## config.mk

```make
export PLATFORM = sky130hd
export DESIGN_NAME = mem_stage_lsu
export DESIGN_NICKNAME = d
export VERILOG_FILES = /design/src/rtl/lsu_pkg.sv /design/src/rtl/lsu_align.sv /design/src/rtl/mem_stage_lsu.sv
export SDC_FILE = /design/constraint.sdc
export NUM_CORES = 1
export LEC_CHECK = 0
export CORE_UTILIZATION = 41
export CTS_CLUSTER_DIAMETER = 50
export CTS_CLUSTER_SIZE = 8
export DETAILED_ROUTE_END_ITERATION = 6
export PLACE_DENSITY = 0.77
export SYNTH_ARGS = -nofsm -noshare
export SYNTH_HDL_FRONTEND = slang
export SYNTH_HIERARCHICAL = 1
export SYNTH_SLANG_ARGS = --single-unit
```

## constraint.sdc

```tcl
create_clock -name clk -period 2.9 [get_ports clk]
set_input_delay 0.435 -clock clk [delete_from_list [all_inputs] [get_ports clk]]
set_output_delay 0.435 -clock clk [all_outputs]
set_load 0.01 [all_outputs]
```

## src/rtl/lsu_pkg.sv

```systemverilog
// Shared types and decode helpers for the MEM-stage load/store unit.
package lsu_pkg;

  typedef enum logic [1:0] {
    ST_IDLE = 2'd0,
    ST_BUSY = 2'd1,
    ST_RESP = 2'd2
  } state_t;

  localparam logic [2:0] F3_B  = 3'b000;
  localparam logic [2:0] F3_H  = 3'b001;
  localparam logic [2:0] F3_W  = 3'b010;
  localparam logic [2:0] F3_BU = 3'b100;
  localparam logic [2:0] F3_HU = 3'b101;

  typedef enum logic [1:0] {
    FLT_NONE     = 2'b00,
    FLT_MISALIGN = 2'b01,
    FLT_ILLEGAL  = 2'b10,
    FLT_TIMEOUT  = 2'b11
  } fault_code_t;

  // Loads accept B/H/W/BU/HU; stores only have signless B/H/W.
  function automatic logic is_illegal(logic rd, logic wr, logic [2:0] f3);
    logic ill;
    ill = 1'b0;
    if (rd && wr) begin
      ill = 1'b1;
    end else if (rd) begin
      ill = (f3 == 3'b011) || (f3 == 3'b110) || (f3 == 3'b111);
    end else if (wr) begin
      ill = !((f3 == F3_B) || (f3 == F3_H) || (f3 == F3_W));
    end
    return ill;
  endfunction

  function automatic logic is_misaligned(logic [2:0] f3, logic [1:0] lo);
    logic mis;
    mis = 1'b0;
    if ((f3 == F3_H) || (f3 == F3_HU)) begin
      mis = lo[0];
    end else if (f3 == F3_W) begin
      mis = (lo != 2'b00);
    end
    return mis;
  endfunction

endpackage

```

## src/rtl/lsu_align.sv

```systemverilog
// Byte-lane steering for stores and lane extraction/extension for loads.
module lsu_align
  import lsu_pkg::*;
#(
  parameter int DATA_W = 32
) (
  input  logic [2:0]          funct3_i,
  input  logic [1:0]          addr_lo_i,
  input  logic [DATA_W-1:0]   store_data_i,
  input  logic [DATA_W-1:0]   rdata_i,
  output logic [DATA_W/8-1:0] be_o,
  output logic [DATA_W-1:0]   wdata_o,
  output logic [DATA_W-1:0]   load_data_o
);

  logic [7:0]  byte_v;
  logic [15:0] half_v;

  always_comb begin
    be_o    = '1;
    wdata_o = store_data_i;
    case (funct3_i[1:0])
      2'b00: begin
        be_o    = (DATA_W/8)'(4'b0001) << addr_lo_i;
        wdata_o = {4{store_data_i[7:0]}};
      end
      2'b01: begin
        be_o    = (DATA_W/8)'(4'b0011) << addr_lo_i;
        wdata_o = {2{store_data_i[15:0]}};
      end
      default: begin
        be_o    = '1;
        wdata_o = store_data_i;
      end
    endcase
  end

  always_comb begin
    byte_v      = 8'(rdata_i >> {addr_lo_i, 3'b000});
    half_v      = 16'(rdata_i >> {addr_lo_i[1], 4'b0000});
    load_data_o = rdata_i;
    case (funct3_i)
      F3_B:    load_data_o = {{(DATA_W-8){byte_v[7]}}, byte_v};
      F3_BU:   load_data_o = {{(DATA_W-8){1'b0}}, byte_v};
      F3_H:    load_data_o = {{(DATA_W-16){half_v[15]}}, half_v};
      F3_HU:   load_data_o = {{(DATA_W-16){1'b0}}, half_v};
      default: load_data_o = rdata_i;
    endcase
  end

endmodule

```

## src/rtl/mem_stage_lsu.sv

```systemverilog
// MEM-stage load/store unit: issues one req/ready data-memory access per
// EX/MEM instruction, stalls the pipe while it is outstanding, reports faults.
module mem_stage_lsu
  import lsu_pkg::*;
#(
  parameter int DATA_W  = 32,
  parameter int TIMEOUT = 255
) (
  input  logic                clk,
  input  logic                rst,
  input  logic                mem_read_i,
  input  logic                mem_write_i,
  input  logic [2:0]          funct3_i,
  input  logic [DATA_W-1:0]   addr_i,
  input  logic [DATA_W-1:0]   store_data_i,
  output logic                dmem_req_o,
  output logic                dmem_we_o,
  output logic [DATA_W-1:0]   dmem_addr_o,
  output logic [DATA_W-1:0]   dmem_wdata_o,
  output logic [DATA_W/8-1:0] dmem_be_o,
  input  logic                dmem_ready_i,
  input  logic [DATA_W-1:0]   dmem_rdata_i,
  output logic [DATA_W-1:0]   load_data_o,
  output logic                done_o,
  output logic                stall_o,
  output logic                fault_o,
  output logic [1:0]          fault_code_o
);

  localparam int CNT_W = (TIMEOUT < 2) ? 1 : $clog2(TIMEOUT + 1);
  localparam logic [CNT_W-1:0] TO_V = CNT_W'(TIMEOUT);

  state_t              state_q, state_d;
  logic [CNT_W-1:0]    cnt_q, cnt_d;
  logic [DATA_W-1:0]   addr_q, addr_d;
  logic [2:0]          funct3_q, funct3_d;
  logic                we_q, we_d;
  logic [DATA_W/8-1:0] be_q, be_d;
  logic [DATA_W-1:0]   wdata_q, wdata_d;
  logic [DATA_W-1:0]   load_data_q, load_data_d;
  fault_code_t         fault_q, fault_d;

  logic                access;
  logic                illegal;
  logic                misalign;
  logic                busy;
  logic [2:0]          al_funct3;
  logic [1:0]          al_addr_lo;
  logic [DATA_W/8-1:0] al_be;
  logic [DATA_W-1:0]   al_wdata;
  logic [DATA_W-1:0]   al_load;

  assign access   = mem_read_i | mem_write_i;
  assign illegal  = is_illegal(mem_read_i, mem_write_i, funct3_i);
  assign misalign = is_misaligned(funct3_i, addr_i[1:0]);
  assign busy     = (state_q == ST_BUSY);

  // Store steering is only needed in IDLE and load extraction only in BUSY,
  // so one aligner serves both by switching its size/offset source.
  assign al_funct3  = busy ? funct3_q : funct3_i;
  assign al_addr_lo = busy ? addr_q[1:0] : addr_i[1:0];

  lsu_align #(.DATA_W(DATA_W)) u_align (
    .funct3_i     (al_funct3),
    .addr_lo_i    (al_addr_lo),
    .store_data_i (store_data_i),
    .rdata_i      (dmem_rdata_i),
    .be_o         (al_be),
    .wdata_o      (al_wdata),
    .load_data_o  (al_load)
  );

  always_comb begin
    state_d     = state_q;
    cnt_d       = cnt_q;
    addr_d      = addr_q;
    funct3_d    = funct3_q;
    we_d        = we_q;
    be_d        = be_q;
    wdata_d     = wdata_q;
    load_data_d = load_data_q;
    fault_d     = fault_q;
    stall_o     = 1'b0;
    case (state_q)
      ST_IDLE: begin
        cnt_d = '0;
        if (access) begin
          stall_o = 1'b1;
          if (illegal) begin
            fault_d     = FLT_ILLEGAL;
            load_data_d = '0;
            state_d     = ST_RESP;
          end else if (misalign) begin
            fault_d     = FLT_MISALIGN;
            load_data_d = '0;
            state_d     = ST_RESP;
          end else begin
            addr_d   = addr_i;
            funct3_d = funct3_i;
            we_d     = mem_write_i;
            be_d     = al_be;
            wdata_d  = al_wdata;
            fault_d  = FLT_NONE;
            state_d  = ST_BUSY;
          end
        end
      end
      ST_BUSY: begin
        stall_o = 1'b1;
        cnt_d   = cnt_q + CNT_W'(1);
        // Ready is checked first so a completion on the last allowed cycle wins.
        if (dmem_ready_i) begin
          load_data_d = we_q ? '0 : al_load;
          state_d     = ST_RESP;
        end else if ((TIMEOUT != 0) && (cnt_d == TO_V)) begin
          fault_d     = FLT_TIMEOUT;
          load_data_d = '0;
          state_d     = ST_RESP;
        end
      end
      ST_RESP: begin
        cnt_d   = '0;
        state_d = ST_IDLE;
      end
      default: begin
        state_d = ST_IDLE;
      end
    endcase
  end

  always_ff @(posedge clk) begin
    if (!rst) begin
      state_q     <= ST_IDLE;
      cnt_q       <= '0;
      addr_q      <= '0;
      funct3_q    <= '0;
      we_q        <= 1'b0;
      be_q        <= '0;
      wdata_q     <= '0;
      load_data_q <= '0;
      fault_q     <= FLT_NONE;
    end else begin
      state_q     <= state_d;
      cnt_q       <= cnt_d;
      addr_q      <= addr_d;
      funct3_q    <= funct3_d;
      we_q        <= we_d;
      be_q        <= be_d;
      wdata_q     <= wdata_d;
      load_data_q <= load_data_d;
      fault_q     <= fault_d;
    end
  end

  // Request fields are only presented while the access is outstanding.
  assign dmem_req_o   = busy;
  assign dmem_we_o    = busy & we_q;
  assign dmem_addr_o  = busy ? {addr_q[DATA_W-1:2], 2'b00} : '0;
  assign dmem_wdata_o = busy ? wdata_q : '0;
  assign dmem_be_o    = busy ? be_q : '0;

  assign load_data_o  = load_data_q;
  assign done_o       = (state_q == ST_RESP);
  assign fault_o      = (state_q == ST_RESP) && (fault_q != FLT_NONE);
  assign fault_code_o = (state_q == ST_RESP) ? fault_q : FLT_NONE;

endmodule
```

==> results.txt <==
----------------------------------------------------
[Logic synthesis]
  Area fraction in compound gates after synthesis ... 0.211
  Largest family of logic cells by synthesized area ... simple AND/OR/NAND/NOR gates
  Synthesized-area fraction occupied by xor and xnor cells ... 0.0101
  Top-count cell post-synth ... nand2_1
  Mapped Avg Cell Area ... 7.80 sq um
  Yosys warns ... 6
  Post-synthesis cell type count ... 56
  Share of synthesized cell area in full adder, half adder and majority cells ... 0.00413
  Synthesized instance count ... 778
  Cell area after synthesis ... 6070 sq um
  Ys flop type ... dfxtp_1
  Fraction of post-synthesis cell area in the top cell type by area ... 0.383
  Synth cell count leaders ... 208 x nand2_1, 116 x dfxtp_1, 79 x a21oi_1
  Top cells by area in the synthesized netlist ... dfxtp_1 38%, nand2_1 13%, and2_1 7.1%
  Number of flops mapped to enable cells by yosys ... 0
  Multiplexer area fraction after synthesis ... 0.0604
  Ys async rst share ... 0
  Post-synthesis register bit count ... 116
  Simple-Gate Fraction of Synth Area ... 0.264
  Biggest area consumer among synthesized cells ... dfxtp_1
  Share of the yosys chip area belonging to registers ... 0.383

[Detailed routing]
  Aggregate routed wire length ... 18400 microns
  Number of remaining DRC errors ... 0
  Vias per std cell ... 5.22
  Post-detailed-route count of antenna-violating nets ... 0
  First-iteration detailed-routing DRC count ... 423
  First drt pass iteration count ... 7
  DR vias ... 6001
  Avg WL per Cell ... 16.0 microns

[Final layout]
  Final Net Count ... 1057
  Non-filler instance count after layout ... 1149
  Synth-to-Final Area Change ... 45.9%
  Ratio of cells with drive above 1 in the final layout ... 0.0788

[Global routing]
  Antenna violations before repair ... 0
  Largest net degree at the start of global routing ... 76
  First-pass GRT wire length ... 28100 microns
  Via count of the first global-routing pass ... 5570
  Gr usage total ... 0.237
  Leftover overflow at the end of global routing ... 0

[Pwr]
  PD cells ... 556 nW/um^2
  Overall Power ... 0.00492 W
  Leak ... 3.36 nW
  IR Drop Worst-Case VDD ... 0.358 mV

[Placed design]
  Detailed placer's ending HPWL ... 12200 microns
  Placer Congestion ... 0.858
  IO Port Bufs ... 208
  Cell Count Post-Placement ... 1116

[STA]
  Peak clock frequency supported by timing ... 359 MHz
  Actual transition at the worst max-transition pin ... 0.844 ns
  Slew HR ... 0.437
  Shortest period the worst path allows ... 2.78 ns
  RSZ-0062 raised after global routing ... no
  Setup violations, final ... 0
  Final setup TNS ... 0 ns
  Number of pins with negative max-slew slack in the final report ... 0
  Worst Skew ... 0.0117 ns
  Final hold violation count ... 0
  Period utilization ... 0.959

[Critical path]
  Worst EP required ... 2.47 ns
  Depth of the most critical reg-to-reg path ... 8
  Endpoint of the most critical register-to-register path ... load_data_o[1]
  Kind of end point of the critical path ... primary output
  Critical path start-end classification ... flop to primary output
  Origin of the worst setup path ... state_q[0]
  Data arrival time of the worst path ... 2.35 ns
  Launching point of the worst reg2reg path ... state_q[0]
  Type of element launching the critical path ... flop
  Setup slack of the worst register-to-register path ... 0.42 ns
  Largest fanout on the critical path ... 42
  Critical Path End ... dmem_we_o

[Die]
  Height of the die ... 124 microns
  Number of top-level pins ... 211
  Die footprint ... 15300 sq um
  Horiz. Die Dim ... 124 microns
  Initial core utilization ... 0.419
  Core footprint ... 14500 sq um
  Standard-cell rows ... 44

[CTS]
  Hold Buf Count CTS ... 0
  Count of cells resized by post-cts repair ... 0
  Clock buffer count from CTS ... 17
  Number of clock sinks ... 116
  Clock-pin transition on the worst setup and hold timing paths ... 0.05 ns
  Largest buffer count on any clock path ... 2
  Cell at the root of the clock tree ... clkbuf_16
  Number of buffers added for setup after CTS ... 0
  Worst-skew pair later-pin latency ... 0.41 ns
  TritonCTS clock tree ... yes
  H-Tree Depth ... 4

[Hold path]
  Hold Crit Class ... flop to flop

[Status]
  Status ... finished, final reports clean

[Flow run]
  Max-cap violations ... 0

----------------------------------------------------
==> power by group <==
part           switching (W)  internal [W]  leakage (nW)
Combinational       0.000487      0.000413          2.09
Sequential         0.0000418       0.00168         0.943
Clock               0.000721       0.00157         0.326
Total                0.00125       0.00367          3.36
==> worst max-delay path, stage by stage (launching register included) <==
cell and delay (ns):
dfxtp_1 0.47, nand2b_1 0.12, clkinv_1 0.16, buf_4 0.36, and2_1 0.23, clkdlybuf4s50_1 0.59
==> layout by cell type, fill, tap and decap left out, types with 7 or more instances in the layout <==
cell             synthesis  final
a22o_1                  30     30
mux2i_1                 22     22
nor2b_1                 12     12
and2_1                  69     69
buf_4                   11     15
nand2_1                208    208
a22oi_1                  9      9
dfxtp_1                116    116
o22ai_1                 16     16
nor2_1                  35     35
mux2_2                   8      8
clkbuf_16                0     17
clkdlybuf4s50_1          0    208
a21oi_1                 79     79
nand3_1                  7      7
o21ai_0                 17     17
==> area by class of cell <==
cell class                      instances  area, sq um
Fill cell                            1262         5630
Multi-Input combinational cell        582         3350
Sequential cell                       116         2320
Timing Repair Buffer                  226         2250
Clock buffer                           24          512
Tap cell                              184          230
Clock inverter                          8          144
Inverter                                8         30.0
Antenna cell                            1         2.50
==> routing by layer <==
metal	track usage	share of wire	up-vias
met1	0.285	0.42	2766
met2	0.383	0.46	239
met4	0.0994	0.017	0
met5	0	0	-
li1	-	-	2973
met3	0.0806	0.098	23
==> kinds of logic (layout without fill, tap and decap cells) <==
kind of cell / Yosys count / in the layout
mux: 33 / 33
other cells: 1 / 3
flops: 116 / 116
fa+ha+maj: 2 / 2
buf+inv: 81 / 266
compound gates: 186 / 186
simple gates: 352 / 352
xor+xnor: 7 / 7
==> registers in the layout (all words and copies together), names as in the netlist <==
| register | count |
|---|---|
| cnt_q | 8 |
| wdata_q | 32 |
| fault_q | 2 |
| addr_q | 32 |
| load_data_o | 32 |
| state_q | 2 |
| funct3_q | 3 |
| we_q | 1 |
| be_q | 4 |
==> how the worst min path moves through the flow <==
stage	from	to	slack [ns]	cells after the start
detailed placement	wdata_q[24]	wdata_q[24]	0.44	2
global route	addr_q[11]	addr_q[11]	0.47	2
global placement	wdata_q[1]	wdata_q[1]	0.44	2
CTS	wdata_q[16]	wdata_q[16]	0.45	2
floorplan	addr_q[10]	addr_q[10]	0.43	2
finish	wdata_q[30]	wdata_q[30]	0.45	2
==> through the flow <==
step / cell area [sq um] / setup WS (ns) / util / hold slack [ns]
2_1_floorplan: 6070 / 0.0576 / - / 0.432
3_3_place_gp: 8190 / 0.317 / 0.566 / 0.437
3_5_place_dp: 8190 / 0.246 / 0.566 / 0.442
4_1_cts: 8840 / 0.0505 / 0.611 / 0.450
5_1_grt: 8840 / 0.00177 / 0.611 / 0.466
6_report: 8850 / 0.118 / 0.611 / 0.445
Note: power is estimated with default switching activity, not from simulation.
